`src/rtl/regfile_wb_arbiter.sv`:
```
`default_nettype none
// ============================================================================
// Module      : regfile_wb_arbiter
// Description : Shares the register file's single write port between two
//               writeback sources (req0 = ALU, req1 = load unit). A
//               round-robin arbiter over valid/ready handshakes feeds a
//               one-entry registered write stage that drives the regfile
//               write port. Writes to x0 are accepted but never issued.
//               Read-after-write hazards against the staged write are
//               flagged for both regfile read ports.
// Options     : REGFILE_FWD_EN - when defined, the staged write is forwarded
//               to the read ports (fwd_valid_x/fwd_data_x) and hazard_x is
//               held low. When undefined, hazards are flagged and the
//               forwarding outputs are tied to zero.
// Revision    : 1.0 - initial release
// ============================================================================
module regfile_wb_arbiter #(
   parameter int AW = 5,
   parameter int DW = 32
) (
   input  logic          clk,
   input  logic          rst_n,
   // requester 0 (ALU)
   input  logic          req0_valid,
   input  logic [AW-1:0] req0_addr,
   input  logic [DW-1:0] req0_data,
   output logic          req0_ready,
   // requester 1 (load unit)
   input  logic          req1_valid,
   input  logic [AW-1:0] req1_addr,
   input  logic [DW-1:0] req1_data,
   output logic          req1_ready,
   // pipeline freeze
   input  logic          hold,
   // regfile write port
   output logic          wr_en,
   output logic [AW-1:0] wr_addr,
   output logic [DW-1:0] wr_data,
   // regfile read addresses for hazard detection
   input  logic [AW-1:0] rd_addr_a,
   input  logic [AW-1:0] rd_addr_b,
   output logic          hazard_a,
   output logic          hazard_b,
   // forwarding (active only with REGFILE_FWD_EN)
   output logic          fwd_valid_a,
   output logic          fwd_valid_b,
   output logic [DW-1:0] fwd_data_a,
   output logic [DW-1:0] fwd_data_b
);

   // -------------------------------------------------------------------------
   // State
   // -------------------------------------------------------------------------
   logic          r_stage_valid;
   logic [AW-1:0] r_stg_addr;
   logic [DW-1:0] r_stg_data;
   logic          r_rr_ptr;     // 0: req0 preferred on contention, 1: req1

   // -------------------------------------------------------------------------
   // Combinational arbitration
   // -------------------------------------------------------------------------
   logic          w_grant0;
   logic          w_grant1;
   logic          w_space;
   logic          w_accept;
   logic [AW-1:0] w_sel_addr;
   logic [DW-1:0] w_sel_data;
   logic          w_stg_nonzero;
   logic          w_hit_a;
   logic          w_hit_b;

   // Round-robin grant: a lone requester always wins; on contention rr_ptr decides.
   always_comb begin
      w_grant0 = 1'b0;
      w_grant1 = 1'b0;
      if (req0_valid && req1_valid) begin
         w_grant0 = (r_rr_ptr == 1'b0);
         w_grant1 = (r_rr_ptr == 1'b1);
      end else begin
         w_grant0 = req0_valid;
         w_grant1 = req1_valid;
      end
   end

   // The stage can take a new entry if it is empty or is retiring this cycle.
   // Readies are gated by rst_n so every output reads zero while in reset,
   // even if a requester keeps its valid high across the reset.
   assign w_space    = !r_stage_valid || !hold;
   assign req0_ready = w_grant0 && w_space && rst_n;
   assign req1_ready = w_grant1 && w_space && rst_n;
   assign w_accept   = req0_ready || req1_ready;

   // Select the payload of whichever requester holds the grant.
   always_comb begin
      w_sel_addr = req0_addr;
      w_sel_data = req0_data;
      if (w_grant1) begin
         w_sel_addr = req1_addr;
         w_sel_data = req1_data;
      end
   end

   // -------------------------------------------------------------------------
   // Write stage and round-robin pointer
   // -------------------------------------------------------------------------
   // Load on accept, drain when not frozen, otherwise keep the staged write.
   always_ff @(posedge clk or negedge rst_n) begin
      if (!rst_n) begin
         r_stage_valid <= 1'b0;
         r_stg_addr    <= '0;
         r_stg_data    <= '0;
         r_rr_ptr      <= 1'b0;
      end else if (w_accept) begin
         r_stage_valid <= 1'b1;
         r_stg_addr    <= w_sel_addr;
         r_stg_data    <= w_sel_data;
         // Priority passes to the requester that did not just win.
         r_rr_ptr      <= w_grant0;
      end else if (!hold) begin
         r_stage_valid <= 1'b0;
      end
   end

   // -------------------------------------------------------------------------
   // Regfile write port (purely from registered state)
   // -------------------------------------------------------------------------
   assign w_stg_nonzero = (r_stg_addr != '0);
   assign wr_en         = r_stage_valid && !hold && w_stg_nonzero;
   assign wr_addr       = r_stg_addr;
   assign wr_data       = r_stg_data;

   // -------------------------------------------------------------------------
   // Read-after-write detection; x0 never conflicts since it is never written.
   // Deliberately independent of hold: a frozen staged write is still pending.
   // -------------------------------------------------------------------------
   assign w_hit_a = r_stage_valid && w_stg_nonzero && (r_stg_addr == rd_addr_a);
   assign w_hit_b = r_stage_valid && w_stg_nonzero && (r_stg_addr == rd_addr_b);

`ifdef REGFILE_FWD_EN
   // Consumer muxes fwd_data over regfile readData, so no stall is needed.
   assign fwd_valid_a = w_hit_a;
   assign fwd_valid_b = w_hit_b;
   assign fwd_data_a  = r_stg_data;
   assign fwd_data_b  = r_stg_data;
   assign hazard_a    = 1'b0;
   assign hazard_b    = 1'b0;
`else
   // No forwarding path: the consumer must stall on hazard.
   assign fwd_valid_a = 1'b0;
   assign fwd_valid_b = 1'b0;
   assign fwd_data_a  = '0;
   assign fwd_data_b  = '0;
   assign hazard_a    = w_hit_a;
   assign hazard_b    = w_hit_b;
`endif

endmodule
`default_nettype wire

```
`config.mk`:
```
export PLATFORM = sky130hd
export DESIGN_NAME = regfile_wb_arbiter
export DESIGN_NICKNAME = d
export VERILOG_FILES = /design/src/rtl/regfile_wb_arbiter.sv
export SDC_FILE = /design/constraint.sdc
export NUM_CORES = 1
export LEC_CHECK = 0
export CAP_MARGIN = 20
export CORE_UTILIZATION = 37
export CTS_CLUSTER_DIAMETER = 150
export CTS_CLUSTER_SIZE = 14
export DETAILED_ROUTE_END_ITERATION = 10
export PLACE_DENSITY = 0.95
export SLEW_MARGIN = 25
export SYNTH_ARGS = -nofsm -noshare
export SYNTH_HDL_FRONTEND = slang
export SYNTH_SLANG_ARGS = --single-unit
```
`constraint.sdc`:
```
create_clock -name clk -period 3 [get_ports clk]
set_clock_uncertainty 0.2 [all_clocks]
set_input_delay 0.3 -clock clk [delete_from_list [all_inputs] [get_ports clk]]
set_output_delay 0.3 -clock clk [all_outputs]
set_load 0.02 [all_outputs]
```
# After elaboration in Yosys (flattened, before gate mapping)
# Index checks and enable logic that the tools add are counted.
[classes] eq_ne=3 muxes=6 bitwise_logic=1 reduce_logical=15
[ops] op="$mux 32" n=1
[ops] op="$eq 5x5->1" n=2
[ops] op="$logic_and 1x1->1" n=10
[ops] op="$mux 5" n=1
[ops] op="$reduce_bool 5->1" n=1
[ops] op="$mux 1" n=4
[ops] op="$logic_not 1->1" n=2
[ops] op="$logic_or 1x1->1" n=2
[ops] op="$ne 2x1->1 const B" n=1
[ops] op="$not 1->1" n=1
[totals] regBits=39 input_bits=89 wordCells=29

# Depth between registers and ports, before layout
# Gate-level depths: netlist (run 1).
[logic_depth] depth_word=6 depth_mapped=5

# Worst setup path after synthesis (run 1)
# OpenSTA, ideal clock, no wires.
[synth_path] path_kind="flip-flop to output port" start="register r_stg_addr[0], in the netlist wr_addr[0]" end="output hazard_a" t_arrival_ps=1452 setup_slack_ps=1048 path_stages_with_launch=4 cell_sequence="dfrtp_1 or4_1 nor2_1 nor4_1"
[synth_between] elab_chain_cells=3 word_cells_on_any_way=4 cone_classes="eq/ne: 1; reduce/logical: 3"
[synth_rtl] item="from (decl)" line_no="55" rtl="logic [AW-1:0] r_stg_addr;"
[synth_rtl] item="from (signal assigned)" line_no="115" rtl="r_stg_addr <= w_sel_addr;"
[synth_rtl] item="$reduce_bool 5->1" line_no="127" rtl="assign w_stg_nonzero = (r_stg_addr != '0);"
[synth_rtl] item="$logic_and 1x1->1" line_no="136" rtl="assign w_hit_a = r_stage_valid && w_stg_nonzero && (r_stg_addr == rd_addr_a);"
[synth_rtl] item="$logic_and 1x1->1 (*)" line_no="136"
[synth_rtl] item="to (decl)" line_no="42" rtl="output logic hazard_a,"
# Mark *: on every way between the ends. The rest lies on a longest branch, timed or not.

# Worst setup path after layout (run 1)
[layout_path] start="input rst_n" end="output req0_ready"
[layout_between] elab_chain_cells=1
[layout_rtl] item="from (decl)" line_no="22" rtl="input logic rst_n,"
[layout_rtl] item="$logic_and 1x1->1" line_no="89" rtl="assign req0_ready = w_grant0 && w_space && rst_n;"
[layout_rtl] item="to (decl)" line_no="27" rtl="output logic req0_ready,"
# Every way passes these cells.

==> impl_metrics.json, run 1 <==
{
  "criticalPathCategory": "in2out",
  "fin_ws_ns": 0.327,
  "globalplace.congestion": 0.733,
  "slew_headroom_pct": 65.9,
  "numCtsBuffers": 5,
  "status": "finished clean",
  "worstPathRequired_ns": 2.50,
  "grt_pass1_vias": 2444,
  "slew_viol_final": 0,
  "worstPathMaxFanout": 11,
  "core-area_sq_um": 6790,
  "start_util_pct": 38.2,
  "syn-cell-area_sq_um": 2600,
  "root_buffer": "clkbuf_8",
  "cts_max_level": 2,
  "crit_arrival_ns": 2.17,
  "grt_overflow_total": 0,
  "met2_usage_pct": 37.6,
  "drtIter0Drc": 119,
  "dr.pass1.iters": 4,
  "final_util_pct": 56.2,
  "seq_area_frac_synth_pct": 37.6,
  "ys_ff_latch": 39,
  "fill_cells": 600,
  "cts_buffer_depth": 2,
  "cts_tree": "built",
  "antenna_found_initial": 0,
  "via_per_inst": 5.01,
  "io-pin-count": 197,
  "track_usage_pct": 21.0,
  "layout-drive-gt1-share_pct": 5.63,
  "dpl_worst_slack_ns": 0.435,
  "startpoint_type": "input port",
  "antenna_cells": 0,
  "drc": 0,
  "timing.max_cap.violations": 0,
  "worstHoldPathType": "in2reg",
  "yosysWarnings": 0,
  "postSynthCellCount": 268,
  "fin_crit_sh_pct": 89.1,
  "post_cts_buffers": 0,
  "die_area_sq_um": 7360,
  "vias": 2438,
  "rows": 30,
  "rsz0062_at_grt": "no",
  "p_total_mw": 2.07,
  "fp.dieW_microns": 85.8,
  "finalHoldViolations": 0,
  "hold_slack_ns": 0.294,
  "vdd_drop_max_uv": 258,
  "globalRoute.busiestLayer": "met2",
  "yosysUniqueCellTypes": 25,
  "worst_pin_slew_ns": 0.512,
  "die_y_microns": 85.8,
  "clk_latency_ns": 0.29,
  "fmax_mhz": 374,
  "synth.avg_cell_area_sq_um": 9.69,
  "powerDensity_nw_per_um2": 542,
  "numClockSinks": 39,
  "cts.clk_slew.worst_paths_ns": 0.08,
  "cp-end-kind": "primary output",
  "grt_pass1_wl_mm": 12.1,
  "setup_viol": 0,
  "grtUsageMet1_pct": 25.5,
  "fin_nets": 479,
  "wire_per_inst_microns": 15.7,
  "portBuffers": 130,
  "ant_nets": 0,
  "period_needed_ns": 2.67,
  "area_growth_pct": 47.1,
  "grt.met3_usage_pct": 4.23,
  "tns_ns": 0,
  "grt_max_degree": 40,
  "total_leakage_power_nw": 1.52,
  "hpwl_mm": 5.42,
  "wirelength_mm": 7.63
}
[flip-flops by register name, indices dropped and copies added, names as in the netlist]
register,flops
wr_data,32
wr_addr,5
r_rr_ptr,1
r_stage_valid,1
[synthesized netlist by cell type (all sizes together)]
library cell,count,area share (%)
o21bai,1,0.29
dfrtp,39,38
conb,1,0.14
nand2b,1,0.24
buf,80,23
nand3,38,7.3
xor2,4,1.3
inv,1,0.14
nand2,1,0.14
a21oi,38,7.3
nor3b,1,0.29
clkbuf,10,1.4
nor2,1,0.14
o221a,37,16
or4,1,0.29
nor4,2,0.48
o21a,1,0.29
xnor2,6,2.0
nand4,2,0.48
a21o,1,0.29
a21boi,2,0.72
[routing by layer]
layer / vias to the layer above / share of wire (%)
li1: 1103 / -
met1: 1189 / 39
met2: 140 / 52
met3: 6 / 8.0
met4: 0 / 0.88
met5: - / 0
[through the flow]
step | std cells | area (sq um)
6_report | 487 | 3820
5_1_grt | 487 | 3820
4_1_cts | 487 | 3820
3_5_place_dp | 478 | 3700
3_3_place_gp | 478 | 3700
2_1_floorplan | 333 | 2840
[kinds of logic (layout without fill, tap and decap cells)]
family	after synthesis	in the layout	share of synthesized area, %
AO/OA/AOI/OAI	80	80	25.0
XOR/XNOR	10	10	3.37
buffers and inverters	91	149	24.6
flip-flops	39	39	37.6
other	1	66	0.144
AND/OR/NAND/NOR	47	47	9.39
[critical path, stage by stage]
cell and delay (ns):
dlygate4sd3_1 0.52, buf_2 0.11, a21boi_4 0.35, nand2_1 0.13, a21oi_1 0.14, clkdlybuf4s50_1 0.62
[layout by cell type, fill, tap and decap left out, drive strengths merged]
cell type	instances
nor2	1
clkinv	2
a21boi	2
or4	1
nand4	2
buf	11
dfrtp	39
clkbuf	5
nor3b	1
inv	1
bufinv	1
o21a	1
conb	66
clkdlybuf4s50	128
a21oi	38
o221a	37
nand3	38
nand2	1
xnor2	6
a21o	1
dlygate4sd3	1
xor2	4
o21bai	1
nor4	2
nand2b	1
[final timing paths]
kind / slack [ns] / cells past startpoint / startpoint / end
hold reg to reg: 0.35 / 1 / wr_data[28] / wr_data[28]
setup reg to reg: 0.79 / 5 / r_stage_valid / wr_data[12]
min in group asynchronous: 0.43 / 3 / rst_n / wr_data[26]
max in group asynchronous: 1.82 / 3 / rst_n / wr_data[13]
hold / removal: 0.29 / 3 / req1_valid / r_rr_ptr
setup / recovery: 0.33 / 6 / rst_n / req0_ready
[power by group]
| group | switching (mW) | internal (mW) | total (mW) |
|---|---|---|---|
| clock | 0.198 | 0.248 | 0.446 |
| sequential | 0.0870 | 0.638 | 0.725 |
| combinational | 0.463 | 0.438 | 0.901 |
| total | 0.748 | 1.32 | 2.07 |
[area by class of cell]
type / count / area (sq um) / area share [%]
Timing Repair Buffer: 140 / 1370 / 35.8
Clock inverter: 3 / 43.8 / 1.15
Sequential cell: 39 / 976 / 25.5
Tap cell: 96 / 120 / 3.14
Clock buffer: 5 / 68.8 / 1.80
Multi-Input combinational cell: 203 / 1240 / 32.4
Inverter: 1 / 3.75 / 0.0982
[timing repair]
action	in CTS	in global routing
gates resized for setup	0	0
hold buffers	1	0
endpoints found under the hold margin	39	0
Power figures use the tool's default switching activity.
==> run 2: changes to the inputs <==
Settings changed: MAX_ROUTING_LAYER set to met4, SLEW_MARGIN 25 to not set.
==> run 2 against run 1 <==
Against the previous run:
- first-iteration DRC count decreased by 9.2%
- non-clock buffer count unchanged
- hold slack improved by 0.0046 ns
- register-to-register slack got worse by 0.02 ns
- core utilization unchanged
- combinational power about the same
- cell count unchanged
- clock-buffer cell count unchanged
- total power about the same
- largest cell class unchanged
- highest routed layer unchanged
==> impl_metrics.json, run 2 (synthesis gave the netlist of run 1 again) <==
{
  "dpl_worst_slack_ns": 0.435,
  "vias": 2464,
  "fin_ws_ns": 0.322,
  "start_util_pct": 38.2,
  "globalplace.congestion": 0.742,
  "clk_latency_ns": 0.29,
  "period_needed_ns": 2.68,
  "setup_viol": 0,
  "p_total_mw": 2.07,
  "grt_pass1_vias": 2442,
  "slew_viol_final": 0,
  "dr.pass1.iters": 4,
  "numClockSinks": 39,
  "core-area_sq_um": 6790,
  "layout-drive-gt1-share_pct": 5.63,
  "grt_pass1_wl_mm": 12.1,
  "rows": 30,
  "layout_commonest_cell": "clkdlybuf4s50_1",
  "holdPathStages": 3,
  "fin_nets": 479,
  "powerDensity_nw_per_um2": 542,
  "status": "finished clean",
  "fill_cells": 600,
  "wire_per_inst_microns": 15.7,
  "total_leakage_power_nw": 1.52,
  "worstPathRequired_ns": 2.50,
  "final_cell_mix": "128 x clkdlybuf4s50_1, 66 x conb_1, 39 x dfrtp_1",
  "cts_resized": 0,
  "hold_slack_ns": 0.299,
  "root_buffer": "clkbuf_8",
  "via_per_inst": 5.06,
  "io-pin-count": 197,
  "hpwl_mm": 5.42,
  "crit_arrival_ns": 2.18,
  "cp-end-kind": "primary output",
  "cts.clk_slew.worst_paths_ns": 0.08,
  "fmax_mhz": 373,
  "track_usage_pct": 21.7,
  "antenna_cells": 0,
  "die_y_microns": 85.8,
  "antenna_found_initial": 0,
  "ant_nets": 0,
  "worst_pin_slew_ns": 0.515,
  "startpoint_type": "input port",
  "placed_cell_area_sq_um": 3700,
  "stdcell_area_sq_um": 3820,
  "worstPathMaxFanout": 11,
  "area_growth_pct": 47.1,
  "cts_tree": "built",
  "cts_buffer_depth": 2,
  "vdd_drop_max_uv": 257,
  "rsz0062_at_grt": "no",
  "finalHoldViolations": 0,
  "portBuffers": 130,
  "r2r_cells": 5,
  "slew_headroom_pct": 65.7,
  "drc": 0,
  "drtIter0Drc": 108,
  "largest_reg_flops": 32,
  "fp.dieW_microns": 85.8,
  "grt_max_degree": 40,
  "grt_overflow_total": 0,
  "fin_crit_sh_pct": 89.3,
  "timing.max_cap.violations": 0,
  "criticalPathCategory": "in2out",
  "wirelength_mm": 7.65,
  "tns_ns": 0,
  "cts_max_level": 2,
  "numCtsBuffers": 5,
  "die_area_sq_um": 7360,
  "worstHoldPathType": "in2reg"
}
run 2: cell counts in the layout (fill, tap and decap cells not counted):
Identical to the previous run, type by type.
run 2: area by class of cell:
cell class	count	area [sq um]	share of cell area [%]
clock inverters	3	43.8	1.15
multi-input cells	203	1240	32.4
clock buffers	5	68.8	1.80
flip-flops and latches	39	976	25.5
well taps	96	120	3.14
repair buffers	140	1370	35.8
inverters	1	3.75	0.0982
run 2: power breakdown:
part | switching, mW | leakage [nW] | internal [mW]
Combinational | 0.465 | 1.03 | 0.438
Sequential | 0.0876 | 0.428 | 0.638
Clock | 0.197 | 0.0581 | 0.248
Total | 0.749 | 1.52 | 1.32
run 2: stage by stage:
| stage | cells | util [%] |
|---|---|---|
| after floorplan | 333 | - |
| after global placement | 478 | 54.4 |
| after detailed placement | 478 | 54.4 |
| after CTS | 487 | 56.2 |
| after global routing | 487 | 56.2 |
| final | 487 | 56.2 |
run 2: layer usage:
metal / vias up / GRT usage, % / routed length (microns)
met2: 132 / 37.7 / 3940
met3: 6 / 4.52 / 586
met4: 0 / 5.91 / 65
li1: 1099 / - / -
met1: 1227 / 25.4 / 3060
met5: - / - / 0
run 2: final timing paths:
| kind | start | endpoint | slack, ns |
|---|---|---|---|
| hold reg to reg | wr_data[26] | wr_data[26] | 0.36 |
| hold / removal | req1_valid | r_rr_ptr | 0.30 |
| setup reg to reg | r_stage_valid | wr_data[12] | 0.77 |
| min in group asynchronous | rst_n | wr_data[25] | 0.42 |
| max in group asynchronous | rst_n | wr_data[18] | 1.82 |
| setup / recovery | rst_n | req0_ready | 0.32 |
run 2: worst max-delay path, cell delays in order:
cell and delay, ns:
dlygate4sd3_1 0.52, buf_2 0.11, a21boi_4 0.36, nand2_1 0.13, a21oi_1 0.14, clkdlybuf4s50_1 0.62
run 2: timing repair:
item,4_1_cts,5_1_grt
buffers inserted,0,0
setup endpoints to repair,0,0
endpoints found under the hold margin,39,0
hold buffers,1,0
==> patch, RTL diff (config.mk and constraints of run 2) <==
Set the parameter `AW` to 4 (it was 5).
--- a/src/rtl/regfile_wb_arbiter.sv
+++ b/src/rtl/regfile_wb_arbiter.sv
@@ -15,7 +15,7 @@
 // Revision    : 1.0 - initial release
 // ============================================================================
 module regfile_wb_arbiter #(
-   parameter int AW = 5,
+   parameter int AW = 4,
    parameter int DW = 32
 ) (
    input  logic          clk,
Ports: changed (5 resized); port bits go from 197 to 192. No check against the original RTL was run, so the function may have changed too.
==> patch against run 2 <==
  * Setup slack better by 63 ps
  * Wire length down 3.0%
  * Power grew 3.4%
  * Clock power rose by 23%
  * Area after synthesis is 0.96% higher
  * Non-clock buffer count decreased by 5
  * Final area down 2.1%
  * Hold slack got worse by 81 ps
  * Sequential cell count decreased by 1
  * Largest cell class unchanged
==> patch: results (changes against run 2) <==
====================================================================
Outcome                                                    completed
Maximum fanout count along the critical path                      13   +2
First-pass GRT wire length                                   11.3 mm   -6.9%
Worst max-slew margin expressed relative to the limit          0.655   -0.00182
Placed cell areas                                        0.00359 mm²   -3.0%
Aggregate global-route resource usage                          0.200   -0.0171
Met3 global-route usage                                       0.0419   -0.00333
Clock tree buffer count of the final layout                        6   +1
Clk network pwr share                                          0.255   +0.041
Share of post-route cells with drive strength above 1         0.0607   +0.00442
Average size of a mapped cell                               10.1 µm²   +4.1%
Worst setup slack after placement                             532 ps   +96.6 ps
Initial DRC Count                                                 81   -25%
Final clock-cell share                                        0.0381   +0.00866
Power dissipated in combinational cells                       892 µW   -1%
Clock net sink count                                              38   -2.6%
Routed length on met1                                        3.08 mm   +0.46%
Detailed-routed wire length on met3                           616 µm   +5.1%
Final cell count without fillers                                 475   -2.5%
Instance count of the mapped netlist                             260   -3.0%
Number of fill cells in the layout                               620   +3.3%
Total power of the final layout                              2140 µW   +3.4%
Top cells by count, synth                               70 x buf_4, 38 x dfrtp_1, 37 x a21oi_1
Layout Area Growth over Synthesis                              42.7%
Signal buf overhead                                            0.353   -0.00571
====================================================================
==> patch: changes by cell type in the layout (fill, tap and decap cells not counted), sizes merged, moves of 2 or more <==
cell,before,now
clkdlybuf4s50,128,123
nor4,2,0
xor2,4,0
clkinv,2,0
xnor2,6,8
nor2,1,3
==> patch: kinds of logic (layout without fill, tap and decap cells) <==
group / Yosys count / after routing / share of synthesized area
AOI/OAI and AO/OA: 79 / 79 / 0.250
other: 1 / 66 / 0.00143
DFF: 38 / 38 / 0.363
and+or+nand+nor: 44 / 44 / 0.0883
xor gates and xnor gates: 8 / 8 / 0.0267
buffers and inverters: 90 / 144 / 0.271
==> patch: worst paths after layout <==
kind | end | slack [ps] | cells past startpoint
max | req1_ready | 380 | 7
min | r_rr_ptr | 220 | 3
max reg2reg | wr_data[26] | 1040 | 4
min reg2reg | wr_data[19] | 350 | 1
max in group asynchronous | wr_data[22] | 1800 | 3
min in group asynchronous | wr_data[27] | 450 | 3
